### src/rtl/uart_pkg.sv
// Shared definitions for the UART echo responder: FSM state types, framing constants, divider helper.
// UART_ECHO_PARITY_EN adds the even-parity states used for 8E1 framing.
package uart_pkg;

    localparam int UART_OS_RATE   = 16;
    localparam int UART_DATA_BITS = 8;

    typedef enum logic [2:0] {
        RX_IDLE   = 3'd0,
        RX_START  = 3'd1,
        RX_DATA   = 3'd2,
`ifdef UART_ECHO_PARITY_EN
        RX_PARITY = 3'd3,
`endif
        RX_STOP   = 3'd4,
        RX_BREAK  = 3'd5
    } rx_state_t;

    typedef enum logic [2:0] {
        TX_IDLE   = 3'd0,
        TX_START  = 3'd1,
        TX_DATA   = 3'd2,
`ifdef UART_ECHO_PARITY_EN
        TX_PARITY = 3'd3,
`endif
        TX_STOP   = 3'd4
    } tx_state_t;

    function automatic int os_div(input int clk_hz, input int baud);
        return clk_hz / (baud * UART_OS_RATE);
    endfunction

endpackage

### src/rtl/uart_baud_gen.sv
// Down-counter tick generator: one-clock tick every DIV clocks, reloaded by restart.
module uart_baud_gen #(
    parameter int DIV = 27
) (
    input  logic clk,
    input  logic reset,
    input  logic restart,
    output logic tick
);

    localparam int CW = (DIV > 1) ? $clog2(DIV) : 1;
    localparam logic [CW-1:0] RELOAD = CW'(DIV - 1);

    logic [CW-1:0] cnt;

    always_ff @(posedge clk or posedge reset) begin
        if (reset) begin
            cnt <= RELOAD;
        end else if (restart || cnt == '0) begin
            cnt <= RELOAD;
        end else begin
            cnt <= cnt - 1'b1;
        end
    end

    assign tick = (cnt == '0);

endmodule

### src/rtl/uart_echo_responder.sv
// UART echo endpoint: 16x-oversampled receiver, small byte FIFO, transmitter replaying accepted bytes.
// Defining UART_ECHO_PARITY_EN switches both directions to 8E1 framing.
//
// state     | meaning
// RX_IDLE   | waiting for a synchronised falling edge
// RX_START  | validating the start bit at 8 os ticks
// RX_DATA   | sampling 8 data bits, LSB first
// RX_PARITY | sampling the even-parity bit
// RX_STOP   | sampling the stop bit, then accept or reject
// RX_BREAK  | bad frame, waiting for the line to return high
// TX_IDLE   | waiting for a FIFO byte with tx_en set
// TX_START  | driving the start bit
// TX_DATA   | driving 8 data bits, LSB first
// TX_PARITY | driving the even-parity bit
// TX_STOP   | driving the stop bit, may reload straight into TX_START
module uart_echo_responder
    import uart_pkg::*;
#(
    parameter int CLK_FREQ   = 50_000_000,
    parameter int BAUD       = 115200,
    parameter int FIFO_DEPTH = 4
) (
    input  logic       clk,
    input  logic       reset,
    input  logic       rx,
    input  logic       tx_en,
    output logic       tx,
    output logic [7:0] dataout,
    output logic       rx_done,
    output logic       frame_err,
    output logic       overflow,
    output logic       busy
);

    localparam int OS_DIV   = os_div(CLK_FREQ, BAUD);
    localparam int BIT_CLKS = UART_OS_RATE * OS_DIV;
    localparam int AW       = $clog2(FIFO_DEPTH);
    localparam logic [3:0] OS_MID   = 4'(UART_OS_RATE / 2 - 1);
    localparam logic [3:0] OS_LAST  = 4'(UART_OS_RATE - 1);
    localparam logic [2:0] BIT_LAST = 3'(UART_DATA_BITS - 1);

    logic rx_meta, rx_s, rx_prev, rx_fall;
    rx_state_t rx_state, rx_state_next;
    logic [3:0] os_cnt;
    logic [2:0] rx_bit;
    logic [7:0] rx_shift;
    logic os_tick, rx_sample, rx_stop_ok, rx_accept, rx_reject;

    tx_state_t tx_state, tx_state_next;
    logic [7:0] tx_shift;
    logic [2:0] tx_bit;
    logic tx_tick, tx_load, tx_line;

    logic [7:0] fifo_mem [FIFO_DEPTH];
    logic [AW:0] wr_ptr, rd_ptr;
    logic fifo_empty, fifo_full, fifo_push, fifo_drop;
    logic [7:0] fifo_head;

    always_ff @(posedge clk or posedge reset) begin
        if (reset) begin
            rx_meta <= 1'b1;
            rx_s    <= 1'b1;
            rx_prev <= 1'b1;
        end else begin
            rx_meta <= rx;
            rx_s    <= rx_meta;
            rx_prev <= rx_s;
        end
    end
    assign rx_fall = rx_prev & ~rx_s;

    // Held in restart while idle so the first tick lands OS_DIV clocks after the edge.
    uart_baud_gen #(.DIV(OS_DIV)) u_rx_baud (
        .clk     (clk),
        .reset   (reset),
        .restart (rx_state == RX_IDLE),
        .tick    (os_tick)
    );

    always_ff @(posedge clk or posedge reset) begin
        if (reset) rx_state <= RX_IDLE;
        else       rx_state <= rx_state_next;
    end

    always_comb begin
        rx_state_next = rx_state;
        case (rx_state)
            RX_IDLE:   if (rx_fall) rx_state_next = RX_START;
            RX_START:  if (os_tick && os_cnt == OS_MID) rx_state_next = rx_s ? RX_IDLE : RX_DATA;
`ifdef UART_ECHO_PARITY_EN
            RX_DATA:   if (rx_sample && rx_bit == BIT_LAST) rx_state_next = RX_PARITY;
            RX_PARITY: if (rx_sample) rx_state_next = RX_STOP;
`else
            RX_DATA:   if (rx_sample && rx_bit == BIT_LAST) rx_state_next = RX_STOP;
`endif
            RX_STOP:   if (rx_sample) rx_state_next = rx_stop_ok ? RX_IDLE : RX_BREAK;
            RX_BREAK:  if (rx_s) rx_state_next = RX_IDLE;
            default:   rx_state_next = RX_IDLE;
        endcase
    end

    always_comb begin
        rx_sample = os_tick && (os_cnt == OS_LAST);
        rx_accept = 1'b0;
        rx_reject = 1'b0;
        if (rx_state == RX_STOP && rx_sample) begin
            rx_accept = rx_stop_ok;
            rx_reject = ~rx_stop_ok;
        end
    end

`ifdef UART_ECHO_PARITY_EN
    logic rx_perr;
    assign rx_stop_ok = rx_s & ~rx_perr;

    always_ff @(posedge clk or posedge reset) begin
        if (reset)                                  rx_perr <= 1'b0;
        else if (rx_state == RX_START)              rx_perr <= 1'b0;
        else if (rx_state == RX_PARITY && rx_sample) rx_perr <= rx_s ^ (^rx_shift);
    end
`else
    assign rx_stop_ok = rx_s;
`endif

    always_ff @(posedge clk or posedge reset) begin
        if (reset) begin
            os_cnt   <= '0;
            rx_bit   <= '0;
            rx_shift <= '0;
        end else begin
            if (rx_state == RX_IDLE || (rx_state == RX_START && os_tick && os_cnt == OS_MID))
                os_cnt <= '0;
            else if (os_tick)
                os_cnt <= os_cnt + 1'b1;
            if (rx_state == RX_START) begin
                rx_bit <= '0;
            end else if (rx_state == RX_DATA && rx_sample) begin
                rx_shift <= {rx_s, rx_shift[7:1]};
                rx_bit   <= rx_bit + 1'b1;
            end
        end
    end

    // A full FIFO still accepts when the TX side pops on the same clock.
    assign fifo_empty = (wr_ptr == rd_ptr);
    assign fifo_full  = (wr_ptr[AW] != rd_ptr[AW]) && (wr_ptr[AW-1:0] == rd_ptr[AW-1:0]);
    assign fifo_push  = rx_accept && (!fifo_full || tx_load);
    assign fifo_drop  = rx_accept && fifo_full && !tx_load;
    assign fifo_head  = fifo_mem[rd_ptr[AW-1:0]];

    always_ff @(posedge clk) begin
        if (fifo_push) fifo_mem[wr_ptr[AW-1:0]] <= rx_shift;
    end

    always_ff @(posedge clk or posedge reset) begin
        if (reset) begin
            wr_ptr    <= '0;
            rd_ptr    <= '0;
            dataout   <= '0;
            rx_done   <= 1'b0;
            frame_err <= 1'b0;
            overflow  <= 1'b0;
        end else begin
            if (fifo_push) wr_ptr <= wr_ptr + 1'b1;
            if (tx_load)   rd_ptr <= rd_ptr + 1'b1;
            if (rx_accept) dataout <= rx_shift;
            rx_done   <= rx_accept;
            frame_err <= rx_reject;
            overflow  <= fifo_drop;
        end
    end

    uart_baud_gen #(.DIV(BIT_CLKS)) u_tx_baud (
        .clk     (clk),
        .reset   (reset),
        .restart (tx_load),
        .tick    (tx_tick)
    );

    assign tx_load = (tx_state == TX_IDLE || (tx_state == TX_STOP && tx_tick)) && !fifo_empty && tx_en;

    always_ff @(posedge clk or posedge reset) begin
        if (reset) tx_state <= TX_IDLE;
        else       tx_state <= tx_state_next;
    end

    always_comb begin
        tx_state_next = tx_state;
        case (tx_state)
            TX_IDLE:   if (tx_load) tx_state_next = TX_START;
            TX_START:  if (tx_tick) tx_state_next = TX_DATA;
`ifdef UART_ECHO_PARITY_EN
            TX_DATA:   if (tx_tick && tx_bit == BIT_LAST) tx_state_next = TX_PARITY;
            TX_PARITY: if (tx_tick) tx_state_next = TX_STOP;
`else
            TX_DATA:   if (tx_tick && tx_bit == BIT_LAST) tx_state_next = TX_STOP;
`endif
            TX_STOP:   if (tx_tick) tx_state_next = tx_load ? TX_START : TX_IDLE;
            default:   tx_state_next = TX_IDLE;
        endcase
    end

`ifdef UART_ECHO_PARITY_EN
    logic tx_par;
    always_ff @(posedge clk or posedge reset) begin
        if (reset)        tx_par <= 1'b0;
        else if (tx_load) tx_par <= ^fifo_head;
    end
`endif

    always_comb begin
        tx_line = 1'b1;
        case (tx_state)
            TX_START:  tx_line = 1'b0;
            TX_DATA:   tx_line = tx_shift[0];
`ifdef UART_ECHO_PARITY_EN
            TX_PARITY: tx_line = tx_par;
`endif
            default:   tx_line = 1'b1;
        endcase
    end

    always_ff @(posedge clk or posedge reset) begin
        if (reset) begin
            tx_shift <= '0;
            tx_bit   <= '0;
            tx       <= 1'b1;
        end else begin
            tx <= tx_line;
            if (tx_load) begin
                tx_shift <= fifo_head;
                tx_bit   <= '0;
            end else if (tx_state == TX_DATA && tx_tick) begin
                tx_shift <= {1'b0, tx_shift[7:1]};
                tx_bit   <= tx_bit + 1'b1;
            end
        end
    end

    assign busy = !fifo_empty || (tx_state != TX_IDLE);

endmodule

### config.mk
export PLATFORM = sky130hd
export DESIGN_NAME = uart_echo_responder
export DESIGN_NICKNAME = d
export VERILOG_FILES = /design/src/rtl/uart_pkg.sv /design/src/rtl/uart_baud_gen.sv /design/src/rtl/uart_echo_responder.sv
export SDC_FILE = /design/constraint.sdc
export NUM_CORES = 1
export LEC_CHECK = 0
export ABC_AREA = 1
export CORE_ASPECT_RATIO = 2
export CORE_MARGIN = 1.5
export CORE_UTILIZATION = 36
export DETAILED_ROUTE_END_ITERATION = 10
export PLACE_DENSITY = 0.63
export SKIP_LAST_GASP = 1
export SLEW_MARGIN = 20
export SYNTH_ARGS = -nofsm -noshare
export SYNTH_HDL_FRONTEND = slang
export SYNTH_SLANG_ARGS = --single-unit
### constraint.sdc
create_clock -name clk -period 4.2 [get_ports clk]
set_input_delay 0.84 -clock clk [delete_from_list [all_inputs] [get_ports clk]]
set_output_delay 0.84 -clock clk [all_outputs]
set_load 0.01 [all_outputs]
==> reports/results.ini <==
[timing]
period_share_pct=63.22
fin_crit_ps=2655
worstMarginPinSlew_ps=684.0
setup_viol=0
fmax_ghz=0.3766
rsz0062_at_grt=false
hold_violations=0
max_slew_margin_pct=54.23
tns_ps=0
fin_skew_ps=8.015
setup_ws_ps=1545
maxSlewViolCount=0

[yosys]
yosys.area_share.simple_pct=19.43
muxShareOfSynthArea_pct=0
synth_area_sq_mm=0.004462
synth_compound_area_share_pct=8.413
synth_area_leaders=dfrtp_1 (30%), edfxtp_1 (22%), nand2_1 (9.2%), dfstp_2 (8.2%), o21ai_0 (4.4%)
synthAdderAreaFrac_pct=3.926
ys_ff_latch=99
synth_top_area_cell=dfrtp_1
yosysSeqAreaShare_pct=59.51
synth_xor_area_share_pct=2.328
syn_inst=456
synth_warnings=0
yosysTopAreaCellShare_pct=29.73
yosysUniqueCellTypes=35
synth_nets=474
synth_top_family_by_area=simple AND/OR/NAND/NOR gates
syn_area_per_cell_sq_um=9.785

[worst_setup_path]
crit_path_max_fanout=19
r2r_cells=12
critical_path_class=reg2out
cp-end-kind=output pin
worstSetupEndpoint=busy
timing.rr.end=fifo_mem[3][0]
arrival_ps=1820
worstSetupStartpointType=flop
crit_start=rd_ptr[0]
r2r_start=u_rx_baud.cnt[0]
rrSetupSlack_ps=1840
crit_required_ps=3360

[clocking]
cts_buffer_depth=2
cts.repair.resized=0
clkLatencyLatePin_ps=340
cts_setup_buffers=0
cts_root_buf=clkbuf_16
cts_sinks=99
hold_buffers=0
path_clk_slew_ps=70
cts_inserted_buffers=9
cts_tree=yes
ctsHtreeMaxLevel=3

[place]
dpl.hpwl_um=6164
place_congestion=0.8179
port_buffers=16
place_ws_ps=1447
dp.cells=612

[run_status]
outcome=finished clean

[floorplanning]
core-area_sq_mm=0.01212
die_x_um=81.72
die_y_um=160.4
die_area_sq_mm=0.01311
io_pins=17
rows=57
start_util_pct=36.80

[power]
power.leakage_nw=2.339
power-per-cell-area_mw_per_mm2=540.4
total_power_mw=2.739
peakVddDrop_uv=265.9

[route]
wire_per_inst_um=13.00
top_layer=met4
route.detailed.drc=0
drt_iter0_markers=84
wl_met2_um=4701
wl_met3_um=170
wl_met1_um=3086
viasPerCell=4.713
routed_wl_um=8166
ant_nets=0
drt_first_pass_iters=4
dr_total_vias=2960

[finish]
area_growth_pct=13.60
mostFrequentLayoutCells=nand2_1 (109), dfrtp_1 (53), inv_1 (49)
layout-drive-gt1-share_pct=13.10
n_antenna_cell=0
final_common_cell=nand2_1
final_nets=494
postLayoutCoreUtil_pct=41.81
final_cells=628

[global_route]
antenna_found_initial=0
grt_pass1_wl_um=14390
grt_start_max_net_pins=27
grt_pass1_vias=3114
grt_usage_pct=14.36
overflow=0

[run]
drv_cap=0

[worst_hold_path]
hold_path_class=reg2reg

-- cell usage after synthesis --
cell      number
nand3_1       19
nand4_1        6
o22ai_1        8
nand3b_1       1
or2_2          2
nor3_4         1
o21ai_2        6
edfxtp_1      32
o31ai_1        1
inv_4          2
nand2_4        2
inv_2          5
buf_1          1
ha_1          14
o21ai_0       39
xor2_1         8
dfstp_2       14
dfrtp_1       53
o21ai_1        8
buf_6          2
nand2_1      109
nor2_8         1
nor2_4         1
nand2_2        4
inv_1         50
nor3_1         4
nor3b_1        1
nor2_1        42
clkinv_2       1
xnor2_2        1
nor2_2         4
xnor2_1        2
buf_4          2
a21oi_1        6
buf_2          4
-- kinds of logic (layout without fill, tap and decap cells) --
family / after synthesis / count (layout)
xor gates and xnor gates: 11 / 11
and+or+nand+nor: 197 / 197
adders and majority gates: 14 / 14
AOI/OAI and AO/OA: 68 / 68
DFF: 99 / 99
buffers and inverters: 67 / 92
-- critical path, cell delays in order (launching register included) --
cell and delay (ps):
dfrtp_1 690, xnor2_2 150, nand4_1 90, clkdlybuf4s50_1 540
-- stage by stage --
| step | instance area, sq um | hold WS, ps |
|---|---|---|
| 2_1_floorplan | 4462 | 345.2 |
| 3_3_place_gp | 4760 | 346.6 |
| 3_5_place_dp | 4760 | 347.9 |
| 4_1_cts | 5069 | 358.8 |
| 5_1_grt | 5069 | 366.7 |
| 6_report | 5069 | 357.9 |
-- layout make-up --
type,instances,area (sq um)
Timing Repair Buffer,18,175.2
Sequential cell,99,2655
Clock inverter,7,83.83
Clock buffer,9,225.2
Tap cell,147,183.9
Multi-Input combinational cell,290,1521
Fill cell,1210,7056
Inverter,58,224.0
-- where the power goes --
part           internal (mW)  switching (mW)  total, mW
clock                  0.425           0.389      0.815
combinational          0.242           0.442      0.684
sequential              1.13           0.106       1.24
-- worst min-delay path by stage --
stage	start	end	depth (start not counted)
after floorplan	rx_meta	rx_s	0
after global placement	rx_meta	rx_s	0
after detailed placement	rx_meta	rx_s	0
after CTS	rx_meta	rx_s	0
after global routing	rx_meta	rx_s	0
final	rx_meta	rx_s	0
-- flip-flops by register name, summed over array words and instances, names as in the netlist, 4 cells and up --
name and cells:
u_tx_baud.cnt 9, dataout 8, os_cnt 4, tx_shift 8
fifo_mem 32, u_rx_baud.cnt 5, rx_shift 8
-- layer usage --
layer | GRT usage (%) | vias to the layer above
met5 | 0 | -
met4 | 7.011 | 0
met3 | 2.500 | 13
met2 | 26.53 | 34
met1 | 14.80 | 1393
li1 | - | 1520
No activity file was read; power rests on OpenSTA's default activity.
